<file path="src/rtl/tri_pkg.sv">
// tri_pkg: shared widths and types for the triangle area datapath
package tri_pkg;
    localparam int CW = 11;
    localparam int AW = 21;
    localparam int DW = 2*CW+3;
    typedef logic [0:CW-1] coord_t;
    typedef logic signed [DW-1:0] det_t;
endpackage

</file>
<file path="src/rtl/tri_cross_term.sv">
// tri_cross_term: one signed shoelace term x*(y1-y2), sign-extended to the det width
module tri_cross_term
    import tri_pkg::*;
(
    input  coord_t x,
    input  coord_t y1,
    input  coord_t y2,
    output det_t   term
);
    logic signed [CW:0]   d;
    logic signed [2*CW:0] p;
    assign d    = $signed({1'b0, y1}) - $signed({1'b0, y2});
    assign p    = $signed({1'b0, x}) * d;
    assign term = {{(DW-2*CW-1){p[2*CW]}}, p};
endmodule

</file>
<file path="src/rtl/triangle_area.sv">
// triangle_area: registered floor(|shoelace det|/2) of three 11-bit vertices
module triangle_area
    import tri_pkg::*;
(
    input  logic          clk,
    input  logic          rst_n,
    input  logic [0:CW-1] ax,
    input  logic [0:CW-1] ay,
    input  logic [0:CW-1] bx,
    input  logic [0:CW-1] by,
    input  logic [0:CW-1] cx,
    input  logic [0:CW-1] cy,
    output logic [0:AW-1] area
);
    det_t t0, t1, t2, det;
    logic [DW-1:0] mag;
    logic unused_bits;
    tri_cross_term u_ta (.x(ax), .y1(by), .y2(cy), .term(t0));
    tri_cross_term u_tb (.x(bx), .y1(cy), .y2(ay), .term(t1));
    tri_cross_term u_tc (.x(cx), .y1(ay), .y2(by), .term(t2));
    assign det = t0 + t1 + t2;
    assign mag = det[DW-1] ? -det : det;
    // bit 0 is dropped by the halving; upper bits are provably zero for CW-bit inputs
    assign unused_bits = ^{mag[DW-1:AW+1], mag[0]};
    always_ff @(posedge clk or negedge rst_n)
        if (!rst_n) area <= '0;
        else        area <= mag[AW:1];
endmodule

</file>
<file path="config.mk">
export PLATFORM = sky130hd
export DESIGN_NAME = triangle_area
export DESIGN_NICKNAME = d
export VERILOG_FILES = /design/src/rtl/tri_pkg.sv /design/src/rtl/tri_cross_term.sv /design/src/rtl/triangle_area.sv
export SDC_FILE = /design/constraint.sdc
export NUM_CORES = 1
export LEC_CHECK = 0
export ABC_AREA = 1
export BUFFER_PORTS_ARGS = -buffer_cell sky130_fd_sc_hd__buf_2
export CELL_PAD_IN_SITES_DETAIL_PLACEMENT = 1
export CELL_PAD_IN_SITES_GLOBAL_PLACEMENT = 1
export CORE_MARGIN = 4
export CORE_UTILIZATION = 44
export CTS_CLUSTER_SIZE = 20
export DETAILED_ROUTE_END_ITERATION = 6
export PLACE_DENSITY_LB_ADDON = 0.1
export SYNTH_ARGS = -nofsm -noshare
export SYNTH_HDL_FRONTEND = slang
export SYNTH_SLANG_ARGS = --single-unit
</file>
<file path="constraint.sdc">
create_clock -name clk -period 0.8 [get_ports clk]
set_input_delay 0.12 -clock clk [delete_from_list [all_inputs] [get_ports clk]]
set_output_delay 0.12 -clock clk [all_outputs]
set_load 0.01 [all_outputs]
</file>
# == Word level (Yosys, flattened, before mapping) ==
# Cells that the tools add are included.
# op_classes
add_sub_neg,6
n_mul,3
div_mod_pow,0
order_cmp,0
eq_ne,0
shift,0
muxes,1
n_bitwise,0
n_reduce_logical,0
# ops
op,n
12-bit by 12-bit multiplier with 23-bit output,3
11-bit by 11-bit subtractor with 12-bit output,3
24-bit by 23-bit adder with 25-bit output,1
23-bit by 23-bit adder with 24-bit output,1
22-bit 2-to-1 mux,1
22-bit negation,1
# word_totals
register_bits,21
latch_bits,0
mem_bits_rw,0
rom_bits,0
input_bits,68
elab_cells,11
mem_count,0

# == Logic depth before layout (Yosys ltp) ==
# logic_depth
word_depth,6
depth_mapped,52

# == By module ==
# A second synthesis with hierarchy kept.
# unflattened
cells_unflattened,2674
hier_area_um2,19302.3
# by_module_without_submodules
module,instances,cells_each,area_each_um2
tri_cross_term at u_tb,1,740,5418.9
tri_cross_term at u_ta,1,737,5357.6
tri_cross_term at u_tc,1,736,5337.6
triangle_area,1,461,3188.1

# == Worst setup path after synthesis ==
# Ideal clock, no wire load.
# synth_timing
kind,input to register
startpoint,in cy[10] in the netlist's numbering
endpoint,reg area[3] in the netlist's numbering
t_arrival_ps,7445
required_time_ps,687
path_slack_ps,-6758
stages,43
path_cell_list,inv_1 > ha_1 > inv_1 > fa_1 > a21oi_1 > or2_1 > a21oi_1 > or2_1 > buf_2 > nand2_1 > nor2_1 > fa_1 > inv_1 > fa_1 > inv_1 > fa_1 > fa_1 > inv_1 > [... 7 more ...] > o21ai_0 > a21oi_1 > xor2_1 > fa_1 > inv_1 > ha_1 > nand4_1 > nor3_1 > nand3_1 > nand3_1 > nand2_2 > nand2_4 > inv_6 > buf_6 > nand2_1 > nand2_1 > nand2_1 > inv_1
# synth_between
elab_chain_len,6
# synth_rtl
item,line,rtl
start: declaration,triangle_area.sv:12,"input logic [0:CW-1] cy,"
11-bit by 11-bit subtractor with 12-bit output,tri_cross_term.sv:12,"assign d = $signed({1'b0, y1}) - $signed({1'b0, y2});"
12-bit by 12-bit multiplier with 23-bit output,tri_cross_term.sv:13,"assign p = $signed({1'b0, x}) * d;"
23-bit by 23-bit adder with 24-bit output *,triangle_area.sv:21,assign det = t0 + t1 + t2;
24-bit by 23-bit adder with 25-bit output *,triangle_area.sv:21,
22-bit negation,triangle_area.sv:22,assign mag = det[DW-1] ? -det : det;
22-bit 2-to-1 mux *,triangle_area.sv:22,
via mag[18],triangle_area.sv:16,logic [DW-1:0] mag;
end signal: assignment,triangle_area.sv:27,else area <= mag[AW:1];
end: declaration,triangle_area.sv:13,output logic [0:AW-1] area
# Mark *: on every way through the listed nets, which the timed path passes. The rest lies on a longest branch.

# == Worst setup path in the final report ==
# layout_timing
startpoint,in ay[10] in the netlist's numbering
endpoint,reg area[2] in the netlist's numbering
# layout_between
elab_chain_len,6
# layout_rtl
item,line,rtl
start: declaration,triangle_area.sv:8,"input logic [0:CW-1] ay,"
11-bit by 11-bit subtractor with 12-bit output,tri_cross_term.sv:12,
12-bit by 12-bit multiplier with 23-bit output,tri_cross_term.sv:13,
23-bit by 23-bit adder with 24-bit output,triangle_area.sv:21,
24-bit by 23-bit adder with 25-bit output *,triangle_area.sv:21,
22-bit negation,triangle_area.sv:22,
22-bit 2-to-1 mux *,triangle_area.sv:22,
via mag[19],triangle_area.sv:16,
# Marks and branches as above.

==> results.yml <==
synth:
  yosysTopAreaCellShare_pct: 33.3
  ys_ff_latch: 21
  syn_area_mm2: 0.0180
  synth_edf_count: 0
  synth_cells: 2428
  synth_ff_type: "dfrtp_1"
  syn_avg_cell_area_um2: 7.42
  synth_warnings: 0
  yosysTopAreaCell: "fa_1"
  synth-seq-area-share_pct: 2.92
  yosysUniqueCellTypes: 47
  ys_top_cells_by_area: "fa_1, ha_1, inv_1"
  synth_fp_nets: 3063
  synthArstFlopShare_pct: 100
die:
  core_mm2: 0.0401
  die_area_mm2: 0.0442
  ios: 89
  num_rows: 73
  start_util_pct: 44.9
  fp.dieH_um: 210
  die_x_um: 210
layout:
  layout_commonest_cell: "inv_1"
  diodes: 0
  stdcell_area_mm2: 0.0246
  layout_common_cells: "inv_1, buf_4, nand2_1"
  top_regs: "area: 21 flops"
  largest_reg_flops: 21
  nFillCells: 4986
  syn_to_final_growth_pct: 36.5
  largest_register: "area"
  drive_gt1_share_pct: 31.2
  fin_nets: 3628
  seqCellArea_um2: 526
  multi_input_area_mm2: 0.0163
setup_path:
  worstPathMaxFanout: 6
  crit_arrival_ns: 8.22
  critPathMaxStageDelay_ns: 0.53
  critical_path.endpoint_type: "flip-flop"
  path_class: "in2reg"
  startpoint: "ay[10]"
  critPathLaunchType: "primary input"
  required_ns: 0.94
  cpMaxStageDelayCell: "fa_1"
  path_common_cell: "fa_1"
  cp-endpoint: "area[2]"
global_routing:
  grt_start_max_net_pins: 22
  grt_pass1_vias: 21300
  grt_pass1_wl_um: 111000
  grt_overflow: 0
  grtUsageTotal_pct: 31.5
  antenna_found_initial: 0
route:
  route.vias.total: 18300
  ant_nets: 0
  vias_per_cell: 5.19
  firstDrtPassIters: 5
  drt_wl_total_um: 72000
  first_iter_violations: 857
  wl_per_cell_um: 20.5
  drc: 0
timing:
  hold_viol: 0
  rsz0062_at_grt: "true"
  maxSlewHeadroom_pct: 71.7
  fmax_mhz: 124
  setup_viol: 42
  fin_ws_ns: -7.28
  hold_slack_ns: 0.334
  fin_crit_sh_pct: 1010
  drv_slew: 0
  tightest_slew_ns: 0.421
  fin_crit_ns: 8.08
  finalSetupTns_ns: -153.01
placed_design:
  port_buffers: 88
  gp_congestion: 0.948
  place_area_mm2: 0.0229
  hpwlAfterDp_um: 58100
run_status:
  outcome: "complete, but fails checks"
  violations: "negative setup slack"
clock_tree:
  cts.path.max_buffers: 2
  htree_num_levels: 1
  cts_root_buffer: "clkbuf_16"
  cts_made_buffers: 3
  cts_sinks: 21
  cts_tree: "done"
  clkTransAtPathRegs_ns: 0.06
run:
  max_cap_violations: 0
worst_hold_path:
  hp-class: "in2async"
[layer usage]
metal / wire length (um) / share of wire [%] / global-route usage (%) / vias up
li1: - / - / - / 8359
met1: 28500 / 40 / 37.7 / 9261
met2: 38000 / 53 / 60.7 / 470
met3: 2380 / 3.3 / 2.19 / 170
met4: 3060 / 4.3 / 8.91 / 0
met5: 0 / 0 / 0 / -
[cell usage after synthesis (2+ instances only)]
library cell and number:
a221oi_1 2, nand3_1 84, xor2_1 48, a31oi_1 6, o21bai_1 3, a21oi_1 97
o31ai_1 4, nand2_4 2, inv_2 6, a21boi_0 4, nor2_2 10, xnor2_1 39
a21oi_2 2, o211ai_1 3, nor2_1 181, o21ai_1 11, clkinv_1 10, inv_1 638
a211oi_1 3, nor3_1 11, buf_2 4, nand4_1 17, or2_2 18, nand2_1 511
nand3b_1 4, a21o_1 7, ha_1 267, o21ai_2 3, xor2_2 3, o21ai_0 28
dfrtp_1 21, clkbuf_1 35, o21ai_4 2, nand3_2 5, fa_1 300, o311ai_0 2
or2_1 4, nand2_2 24
[worst min path at each step]
| stage | depth (start not counted) | start | to | slack [ns] |
|---|---|---|---|---|
| floorplan | 0 | rst_n | area[0] | -0.18 |
| global placement | 1 | rst_n | area[19] | 0.09 |
| detailed placement | 1 | rst_n | area[19] | 0.10 |
| CTS | 2 | rst_n | area[19] | 0.39 |
| global route | 2 | rst_n | area[19] | 0.37 |
| finish | 2 | rst_n | area[19] | 0.33 |
[per-stage QoR]
step / cells / util, % / setup slack [ns]
floorplan: 2428 / - / -6.48
global placement: 3474 / 57.2 / -7.45
detailed placement: 3474 / 57.2 / -7.63
CTS: 3507 / 60.2 / -6.93
global route: 3517 / 61.3 / -7.58
finish: 3517 / 61.3 / -7.28
[cell type report]
class | instances | area share (%)
inverter | 655 | 10.2
tap | 525 | 2.67
timing repair buffer | 598 | 18.2
sequential | 21 | 2.14
clock buffer | 4 | 0.321
timing repair inverter | 2 | 0.0916
multi-input combinational | 1712 | 66.3
[worst max-delay path: cells and delay by family]
family / cells / cell delay [ns]
adders and majority gates: 10 / 4.22
AOI/OAI and AO/OA: 3 / 0.38
xor gates and xnor gates: 2 / 0.36
buffers and inverters: 15 / 1.29
and+or+nand+nor: 16 / 1.83
[repair_timing]
item	in CTS	in global routing
gates cloned	2	0
pin swaps	62	48
endpoints found under the hold margin	21	0
hold buffers	1	0
setup buffers	30	12
endpoints found under the setup margin	42	63
resized for setup	203	90
[kinds of logic (layout without fill, tap and decap cells)]
family	after synthesis	after routing	synth area share, %
and+or+nand+nor	874	874	20.3
DFF	21	21	2.92
adders and majority gates	567	567	51.9
buffers and inverters	695	1259	14.6
AOI/OAI and AO/OA	181	181	5.81
xor gates and xnor gates	90	90	4.50
Power is not shown: default switching activity piles up to over one toggle a cycle in this logic, so the estimate is an artifact.
